[src/rtl/dmem_port_arbiter.sv]
// dmem_port_arbiter: shares the 1-cycle-latency data RAM between the
// MEM stage (fixed priority) and the UART loader, with a starvation guard.
module dmem_port_arbiter #(
  parameter int ADDR_W   = 8,
  parameter int DATA_W   = 16,
  parameter int MAX_WAIT = 4
) (
  input  logic              clk,
  input  logic              reset,
  input  logic              cpu_req,
  input  logic              cpu_we,
  input  logic [ADDR_W-1:0] cpu_addr,
  input  logic [DATA_W-1:0] cpu_wdata,
  output logic              cpu_done,
  output logic              cpu_stall,
  output logic [DATA_W-1:0] cpu_rdata,
  input  logic              uart_req,
  input  logic              uart_we,
  input  logic [ADDR_W-1:0] uart_addr,
  input  logic [DATA_W-1:0] uart_wdata,
  output logic              uart_ack,
  output logic [DATA_W-1:0] uart_rdata,
  output logic              mem_en,
  output logic              mem_we,
  output logic [ADDR_W-1:0] mem_addr,
  output logic [DATA_W-1:0] mem_wdata,
  input  logic [DATA_W-1:0] mem_rdata
);

  typedef enum logic [1:0] {
    IDLE    = 2'd0,
    RD_CPU  = 2'd1,
    RD_UART = 2'd2
  } state_t;

  localparam logic [3:0] LP_MAX = 4'(MAX_WAIT);

  state_t            r_state;
  state_t            w_next;
  logic [3:0]        r_wait_cnt;
  logic [DATA_W-1:0] r_cpu_rd_hold;
  logic [DATA_W-1:0] r_uart_rd_hold;
  logic              w_idle;
  logic              w_starve;
  logic              w_gnt_cpu;
  logic              w_gnt_uart;

  assign w_idle     = (r_state == IDLE);
  assign w_starve   = (r_wait_cnt >= LP_MAX);
  assign w_gnt_uart = w_idle & uart_req & (w_starve | ~cpu_req);
  assign w_gnt_cpu  = w_idle & cpu_req & ~(uart_req & w_starve);

  always_ff @(posedge clk or negedge reset) begin
    if (!reset) r_state <= IDLE;
    else        r_state <= w_next;
  end

  always_comb begin
    w_next = r_state;
    unique case (r_state)
      IDLE: begin
        if (w_gnt_cpu & ~cpu_we)        w_next = RD_CPU;
        else if (w_gnt_uart & ~uart_we) w_next = RD_UART;
      end
      RD_CPU:  w_next = IDLE;
      RD_UART: w_next = IDLE;
      default: w_next = IDLE;
    endcase
  end

  always_comb begin
    mem_en     = 1'b0;
    mem_we     = 1'b0;
    mem_addr   = '0;
    mem_wdata  = '0;
    cpu_done   = 1'b0;
    uart_ack   = 1'b0;
    cpu_rdata  = '0;
    uart_rdata = '0;
    if (reset) begin
      cpu_rdata  = r_cpu_rd_hold;
      uart_rdata = r_uart_rd_hold;
      unique case (1'b1)
        w_gnt_cpu: begin
          mem_en    = 1'b1;
          mem_we    = cpu_we;
          mem_addr  = cpu_addr;
          mem_wdata = cpu_wdata;
          cpu_done  = cpu_we;
        end
        w_gnt_uart: begin
          mem_en    = 1'b1;
          mem_we    = uart_we;
          mem_addr  = uart_addr;
          mem_wdata = uart_wdata;
          uart_ack  = uart_we;
        end
        default: ;
      endcase
      if (r_state == RD_CPU) begin
        cpu_done  = 1'b1;
        cpu_rdata = mem_rdata;
      end
      if (r_state == RD_UART) begin
        uart_ack   = 1'b1;
        uart_rdata = mem_rdata;
      end
    end
  end

  assign cpu_stall = reset & cpu_req & ~cpu_done;

  // Wait counter saturates so the UART keeps its claim until served
  always_ff @(posedge clk or negedge reset) begin
    if (!reset) begin
      r_wait_cnt     <= '0;
      r_cpu_rd_hold  <= '0;
      r_uart_rd_hold <= '0;
    end else begin
      if (r_state == RD_CPU)  r_cpu_rd_hold  <= mem_rdata;
      if (r_state == RD_UART) r_uart_rd_hold <= mem_rdata;
      if (!uart_req || uart_ack)  r_wait_cnt <= '0;
      else if (r_wait_cnt < LP_MAX) r_wait_cnt <= r_wait_cnt + 4'd1;
    end
  end

endmodule

[config.mk]
export PLATFORM = sky130hd
export DESIGN_NAME = dmem_port_arbiter
export DESIGN_NICKNAME = d
export VERILOG_FILES = /design/src/rtl/dmem_port_arbiter.sv
export SDC_FILE = /design/constraint.sdc
export NUM_CORES = 1
export LEC_CHECK = 0
export ABC_AREA = 1
export CORE_ASPECT_RATIO = 0.7
export CORE_MARGIN = 4
export CORE_UTILIZATION = 38
export DETAILED_ROUTE_END_ITERATION = 10
export GPL_TIMING_DRIVEN = 0
export PLACE_DENSITY = 0.93
export SLEW_MARGIN = 20
export SYNTH_ARGS = -nofsm -noshare
export SYNTH_HDL_FRONTEND = slang
export SYNTH_SLANG_ARGS = --single-unit
[constraint.sdc]
create_clock -name clk -period 1.74 [get_ports clk]
set_clock_uncertainty 0.2 [all_clocks]
set_input_delay 0.174 -clock clk [delete_from_list [all_inputs] [get_ports clk]]
set_output_delay 0.174 -clock clk [all_outputs]
set_load 0.01 [all_outputs]
=== Word level (Yosys, flattened, before mapping) ===
Cells that the tools add are included.

* Input port bits: 70
* Bits in registers: 38
* Output and inout port bits: 61

* Reductions and logical operators: 5
* Bitwise gates (word level): 15
* Order comparisons: 2
* Multiplexer cells: 23
* Add/sub/neg operators: 1
* Eq/ne operators: 3

{| class="wikitable"
|+ Operators by type and width
! cell !! number
|-
| $mux 16 || 5
|-
| $pmux 16 s2 || 1
|-
| $pmux 8 s2 || 1
|-
| $and 1x1->1 || 9
|-
| $mux 1 || 9
|-
| $mux 4 || 2
|-
| $mux 8 || 1
|-
| $mux 2 || 3
|-
| $not 1->1 || 5
|-
| $add 4x1->4 const B || 1
|-
| $ge 4x3->1 const B || 1
|-
| $lt 4x3->1 const B || 1
|-
| $ne 3x1->1 const B || 1
|-
| $eq 2x1->1 const B || 1
|-
| $eq 2x2->1 const B || 1
|-
| $logic_not 2->1 || 1
|-
| $pmux 1 s2 || 1
|-
| $reduce_bool 2->1 || 1
|-
| $reduce_or 2->1 || 1
|-
| $logic_not 1->1 || 1
|-
| $logic_or 1x1->1 || 1
|-
| $or 1x1->1 || 1
|}

=== Depth between registers and ports, before layout ===
Gate-level depths: netlist of the first run.

* Depth after elaboration: 9
* Gate-level depth with buffers: 8
* Mapped depth without buffers: 8

=== Worst setup path before layout of the first run ===
OpenSTA, ideal clock, no wires.

* Kind: register to output
* Start: reg r_state[0]
* End: out mem_addr[0]
* Arrival: 1.146 ns
* Slack: 0.220 ns
* Stages on the path, launching flop included: 9
* Required time: 1.366 ns
* Cell sequence: dfrtp_1 -> inv_1 -> nand2_2 -> nor2_2 -> nand2_2 -> inv_2 -> buf_6 -> nand2_1 -> a21oi_1

* Longest elaborated chain between the ends: 5
* Elaborated cells between the ends (all ways): 7

{| class="wikitable"
|+ Ends and longest elaborated chain
! element !! line !! text
|-
| start: declaration || 38 || <nowiki>state_t r_state;</nowiki>
|-
| start signal: assignment || 55 || <nowiki>else r_state <= w_next;</nowiki>
|-
| $logic_not 2->1 (*) || 48 || <nowiki>assign w_idle = (r_state == IDLE);</nowiki>
|-
| $and 1x1->1, on equally long branches (2 in series) || 50, 51 ||
|-
| $pmux 8 s2 (*) || 83 || <nowiki>unique case (1'b1)</nowiki>
|-
| $mux 8 (*) || 80 || <nowiki>if (reset) begin</nowiki>
|-
| end: declaration || 25 || <nowiki>output logic [ADDR_W-1:0] mem_addr,</nowiki>
|}

Every way passes the cells marked *; elsewhere a longest branch is shown, timed or not.

=== Final worst setup path of the first run ===
* Start: reg r_wait_cnt[2]
* End: out mem_addr[2]

* Longest elaborated chain between the ends: 6
* Elaborated cells between the ends (all ways): 8

{| class="wikitable"
|+ Ends and longest elaborated chain
! element !! line !! text
|-
| start: declaration || 40 || <nowiki>logic [3:0] r_wait_cnt;</nowiki>
|-
| start signal: assignment || 123 || <nowiki>else if (r_wait_cnt < LP_MAX) r_wait_cnt <= r_wait_cnt + 4'd1;</nowiki>
|-
| $ge 4x3->1 (*) || 49 || <nowiki>assign w_starve = (r_wait_cnt >= LP_MAX);</nowiki>
|-
| $and 1x1->1 || 51 || <nowiki>assign w_gnt_cpu = w_idle & cpu_req & ~(uart_req & w_starve);</nowiki>
|-
| $not 1->1 || 51 ||
|-
| $and 1x1->1 || 51 ||
|-
| $pmux 8 s2 (*) || 83 ||
|-
| $mux 8 (*) || 80 ||
|}

Marked as above.

==> flow_summary.json, run 1 <==
{
  "crit_slowest_cell": "dfrtp_1",
  "drt_pass1_iterations": 4,
  "slowest_delay_ns": 0.44,
  "p_per_area_nw_per_um2": 746,
  "overflow": 0,
  "r2r_cells": 9,
  "syn_inst": 330,
  "fin_nets": 565,
  "yosysWarningCount": 0,
  "worst-path-buf-inv": 3,
  "start_util": 0.407,
  "rsz0062_at_grt": "true",
  "via_count": 2862,
  "status": "finished with violations",
  "crit_type": "register to output port",
  "antenna_found_initial": 0,
  "worst_setup_path_end_kind": "output port",
  "worst-path-max-fanout": 5,
  "p_leak_nw": 2.22,
  "vias_per_cell": 5.06,
  "cp_cell_sequence": "o21ai_2 > nand2_4 > inv_8 > buf_8 > nand2_2 > a21oi_2 > buf_2",
  "cts_tree": "built",
  "synthesis.area_um2": 2220,
  "coreArea_um2": 5450,
  "timing.final.crit_share": 1.21,
  "peakVddDrop_uv": 546,
  "hpwl_um": 6130,
  "cap_violations": 0,
  "rows": 22,
  "power_frac_comb": 0.462,
  "cts_buffers": 5,
  "grt_util_all_layers": 0.236,
  "path_depth": 7,
  "root_buffer": "clkbuf_8",
  "worstPathRequired_ns": 1.37,
  "synth_nets": 401,
  "violations": "setup timing",
  "drt-initial-drc-count": 163,
  "final_area_um2": 4320,
  "routabilityCongestion": 0.805,
  "syn_avg_cell_area_um2": 6.73,
  "switchingPower_mw": 1.18,
  "ios": 131,
  "slew_headroom": 0.539,
  "wirelength_um": 10200,
  "timing.fmax_mhz": 474,
  "fin_ws_ns": -0.368,
  "clk_pin_slew_ns": 0.08,
  "final-instance-count-excl-fill": 566,
  "h-tree-depth": 2,
  "drc": 0,
  "setup-violations-final": 61,
  "clock-sinks": 38,
  "grt_max_degree": 18,
  "die_h_um": 71.9,
  "start_kind": "register",
  "die-area_um2": 7150,
  "clkLatencyLatePin_ns": 0.29,
  "seq_area_frac_synth": 0.428,
  "swShare": 0.365,
  "port_buffers": 130,
  "dpl_cell_area_um2": 3630,
  "dp_cells": 533,
  "ant_nets": 0,
  "crit_arrival_ns": 1.73,
  "hold_path_class": "input port to register",
  "timing_hold_violations_final": 0,
  "path_delay_family": "flip-flops",
  "grt_pass1_wl_um": 13700,
  "wl_per_cell_um": 18.0,
  "holdWs_ns": 0.115,
  "area_growth_pct": 94.8,
  "seq_power_share": 0.357,
  "drive_gt1_frac": 0.352,
  "die_w_um": 99.4,
  "grt_pass1_vias": 2768,
  "internal_power_mw": 2.05,
  "p_clk_frac": 0.181,
  "dp_slack_ns": -0.720,
  "yosysUniqueCellTypes": 20,
  "cts.path.max_buffers": 2,
  "finalMaxSlewViolations": 0,
  "synth-seq-cells": 38,
  "antenna_cells": 0,
  "hold_depth": 5,
  "period_minus_slack_ns": 2.11,
  "tightest_slew_ns": 0.690
}
-- synth_stat cells --
| library cell | instances | area [um2] |
|---|---|---|
| inv_1 | 71 | 267 |
| ha_1 | 1 | 12.5 |
| dfrtp_1 | 38 | 951 |
| buf_2 | 8 | 40.0 |
| xnor2_1 | 1 | 8.76 |
| nor2_4 | 1 | 11.3 |
| nand2_2 | 3 | 18.8 |
| o21ai_1 | 3 | 15.0 |
| nor2_2 | 2 | 12.5 |
| clkinv_1 | 1 | 3.75 |
| a21oi_1 | 28 | 140 |
| nor3_1 | 1 | 5.00 |
| nand3_1 | 26 | 130 |
| clkbuf_2 | 1 | 5.00 |
| buf_6 | 2 | 22.5 |
| clkbuf_1 | 7 | 26.3 |
| o21ai_0 | 32 | 160 |
| inv_2 | 3 | 11.3 |
| nor2_1 | 38 | 143 |
| nand2_1 | 63 | 236 |
-- tightest hold or removal path, cell delays in order --
cell     delay [ns]
buf_2          0.11
buf_12         0.11
nand2_2        0.07
inv_2          0.06
nor2_1         0.04
-- final timing paths --
kind | slack [ns] | end | start
min reg2reg | 0.35 | r_cpu_rd_hold[9] | r_cpu_rd_hold[9]
min | 0.11 | r_wait_cnt[1] | reset
max in group asynchronous | 0.49 | r_uart_rd_hold[9] | reset
min in group asynchronous | 0.16 | r_uart_rd_hold[13] | reset
max | -0.37 | mem_addr[2] | r_wait_cnt[2]
max reg2reg | 0.08 | r_wait_cnt[0] | r_state[1]
-- routing by layer --
metal | wire length, um | global-route usage | part of all wire | vias up
met2 | 5230 | 0.422 | 0.51 | 108
met3 | 457 | 0.0451 | 0.045 | 34
met1 | 4110 | 0.308 | 0.40 | 1394
met5 | 0 | 0 | 0 | -
met4 | 362 | 0.0273 | 0.036 | 0
li1 | - | - | - | 1326
-- registers in the layout, summed over array words and instances (netlist names) --
name / count
r_cpu_rd_hold: 16
r_state: 2
r_uart_rd_hold: 16
r_wait_cnt: 4
-- logic make-up (layout without fill, tap and decap cells) --
logic type	Yosys count	after routing	synth area share
simple gates	134	134	0.251
buf+inv	93	257	0.169
compound gates	63	63	0.142
fa+ha+maj	1	1	0.00564
xor+xnor	1	1	0.00395
flops	38	38	0.428
-- per-stage QoR --
stage               total power, mW  TNS, ns   util
floorplan                      1.75        0      -
global placement               2.35  -151.67  0.663
detailed placement             2.40   -33.33  0.665
CTS                            3.01   -14.06  0.722
global route                   3.40   -21.62  0.793
finish                         3.23   -18.49  0.793
-- placed cells by master (no fill, tap or decap), drive strengths merged --
| cell type | Yosys | final |
|---|---|---|
| o21ai | 35 | 35 |
| dlygate4sd2 | 0 | 21 |
| nand2 | 66 | 66 |
| inv | 74 | 74 |
| ha | 1 | 1 |
| bufbuf | 0 | 1 |
| nor3 | 1 | 1 |
| a21oi | 28 | 28 |
| dfrtp | 38 | 38 |
| buf | 10 | 64 |
| clkdlybuf4s15 | 0 | 6 |
| dlygate4sd3 | 0 | 2 |
| clkinv | 1 | 1 |
| xnor2 | 1 | 1 |
| clkbuf | 8 | 19 |
| nand3 | 26 | 26 |
| clkinvlp | 0 | 1 |
| nor2 | 41 | 41 |
| clkdlybuf4s50 | 0 | 68 |
-- cell type report --
type,instances,area [um2]
buffer,18,201
clock buffer,7,76.3
fill,352,1130
inverter,75,289
multi-input combinational,199,1250
sequential,38,951
tap,72,90.1
timing repair buffer,156,1460
timing repair inverter,1,7.51
-- power groups by stage --
stage / Sequential [mW] / Combinational (mW) / Clock (mW)
2_1_floorplan: 1.14 / 0.613 / 0
3_3_place_gp: 1.14 / 1.20 / 0
3_5_place_dp: 1.16 / 1.24 / 0
4_1_cts: 1.14 / 1.30 / 0.568
5_1_grt: 1.16 / 1.62 / 0.610
6_report: 1.15 / 1.49 / 0.584
-- timing repair --
item	in CTS	in global routing
setup endpoints to repair	61	61
pin swaps	8	23
resized for setup	260	90
cloned	6	3
setup buffers	13	2
endpoints found under the hold margin	38	0
hold buffers	2	0
(Power assumes the default switching activity.)
==> run 2, diff against run 1 <==
- CORE_ASPECT_RATIO: 0.7 -> 0.5
==> run 2 against run 1 <==
Net effect: the flow still finishes with violations (setup timing); utilization decreased by 0.98 points; via count increased by 13%; power increased by 16%; non-clock buffer count increased by 11; sequential share of layout area decreased by 0.15 points; cell count increased by 1.9%; clock power increased by 58%; critical path depth increased by 1; hold slack got worse by 0.041 ns; routed wire length increased by 18%; combinational power increased by 11%; largest cell class unchanged; highest routed layer unchanged.
==> flow_summary.json, run 2 (same netlist as run 1, synthesis figures left out) <==
{
  "final_cell_mix": "inv_1 (69), clkdlybuf4s50_1 (68), buf_2 (55), nand2_1 (39), dfrtp_1 (37)",
  "violations": "setup timing",
  "die_w_um": 116,
  "dp_slack_ns": -0.715,
  "vias_per_cell": 5.60,
  "hpwl_um": 5850,
  "clkLatencyLatePin_ns": 0.30,
  "grt_pass1_wl_um": 14100,
  "period_minus_slack_ns": 2.13,
  "cts.path.max_buffers": 2,
  "fin_nets": 576,
  "drive_gt1_frac": 0.431,
  "wirelength_um": 12000,
  "fin_ws_ns": -0.388,
  "h-tree-depth": 2,
  "ant_nets": 0,
  "path_delay_family": "buffers and inverters",
  "timing_hold_violations_final": 0,
  "hold_path_class": "input port to register",
  "ios": 131,
  "n_fill_cell": 326,
  "utilization": 0.784,
  "cts_buffers": 5,
  "cp_cell_sequence": "buf_4 > buf_6 > nand2_8 > buf_12 > buf_4 > o21ai_2 > nor2_1 > clkbuf_2",
  "antenna_cells": 0,
  "grt_pass1_vias": 2853,
  "drt-initial-drc-count": 343,
  "final_area_um2": 4360,
  "wl_per_cell_um": 20.7,
  "peakVddDrop_uv": 897,
  "finalMaxSlewViolations": 0,
  "rsz0062_at_grt": "true",
  "slew_headroom": 0.495,
  "timing.fmax_mhz": 470,
  "cap_violations": 0,
  "worst-path-max-fanout": 10,
  "overflow": 0,
  "crit_type": "register to output port",
  "die_h_um": 62.0,
  "timing.final.crit_share": 1.22,
  "routabilityCongestion": 0.848,
  "tightest_slew_ns": 0.755,
  "total_power_mw": 3.75,
  "rows": 19,
  "port_buffers": 130,
  "crit_slowest_cell": "dfrtp_1",
  "p_per_area_nw_per_um2": 861,
  "drc": 0,
  "worst_setup_path_end_kind": "output port",
  "slowest_delay_ns": 0.42,
  "worstPathRequired_ns": 1.37,
  "area_growth_pct": 96.4,
  "p_leak_nw": 2.22,
  "start_util": 0.399,
  "die-area_um2": 7200,
  "cts_tree": "built",
  "root_buffer": "clkbuf_16",
  "status": "finished with violations",
  "crit_top_cell": "buf_4",
  "grt_max_degree": 24,
  "grt_util_all_layers": 0.258,
  "crit_arrival_ns": 1.75,
  "dpl_cell_area_um2": 3630,
  "final_common_cell": "inv_1",
  "via_count": 3230,
  "drt_pass1_iterations": 6,
  "clk_pin_slew_ns": 0.06,
  "antenna_found_initial": 0,
  "start_kind": "register",
  "reg.largest.list": "r_cpu_rd_hold (16), r_uart_rd_hold (16), r_wait_cnt (4)",
  "worst-path-buf-inv": 5,
  "clock-sinks": 38,
  "coreArea_um2": 5560,
  "setup-violations-final": 62
}
run 2: routing by layer:
layer | wire length (um) | vias up | part of all wire | global-route usage
li1 | - | 1349 | - | -
met1 | 4150 | 1545 | 0.35 | 0.283
met2 | 5830 | 270 | 0.49 | 0.470
met3 | 1270 | 66 | 0.11 | 0.0822
met4 | 698 | 0 | 0.058 | 0.124
met5 | 0 | - | 0 | 0
run 2: layout make-up:
class                           count  area, um2  area share
Timing Repair Buffer              167       1410       0.324
Multi-Input combinational cell    199       1260       0.290
Sequential cell                    38        952       0.218
Inverter                           75        287      0.0657
Buffer                             18        208      0.0476
Clock buffer                        6        139      0.0319
Tap cell                           73       91.3      0.0210
Timing Repair inverter              1       7.51     0.00172
run 2: worst reg2reg max path, cell delays in order, from the launching register on:
cell and delay (ns):
dfrtp_1 0.42, inv_2 0.13, nand2_4 0.09, nor2_4 0.13, buf_4 0.14, buf_6 0.09, nand3_4 0.07, nand2_2 0.09
nand2_2 0.06, nand2_1 0.13, nor2_1 0.09
run 2: worst paths after layout:
check | from | endpoint | slack [ns] | depth (start not counted)
setup / recovery | r_state[0] | cpu_rdata[13] | -0.39 | 8
hold / removal | reset | r_wait_cnt[1] | 0.07 | 5
setup reg to reg | r_state[0] | r_wait_cnt[3] | -0.02 | 10
hold reg to reg | r_cpu_rd_hold[7] | r_cpu_rd_hold[7] | 0.34 | 4
max in group asynchronous | reset | r_wait_cnt[3] | 0.52 | 4
min in group asynchronous | reset | r_uart_rd_hold[13] | 0.30 | 2
run 2: timing repair:
action / 4_1_cts / 5_1_grt
setup endpoints to repair: 61 / 61
cloned: 5 / 2
buffers inserted: 12 / 15
endpoints found under the hold margin: 38 / 23
pin swaps: 14 / 13
hold buffers: 2 / 1
gates resized for setup: 291 / 137
run 2: per-stage QoR:
stage	setup TNS, ns	instances	hold slack (ns)
after floorplan	0	330	-0.322
after global placement	-156.04	533	0.333
after detailed placement	-38.63	534	-0.0749
after CTS	-12.22	559	0.0638
after global routing	-19.25	577	0.0919
final	-17.29	577	0.0736
run 2: power by group:
group / leakage [nW] / internal [mW] / total, mW / switching, mW
clock: 0.0688 / 0.555 / 0.924 / 0.370
sequential: 0.432 / 1.08 / 1.17 / 0.0826
combinational: 1.72 / 0.711 / 1.66 / 0.950
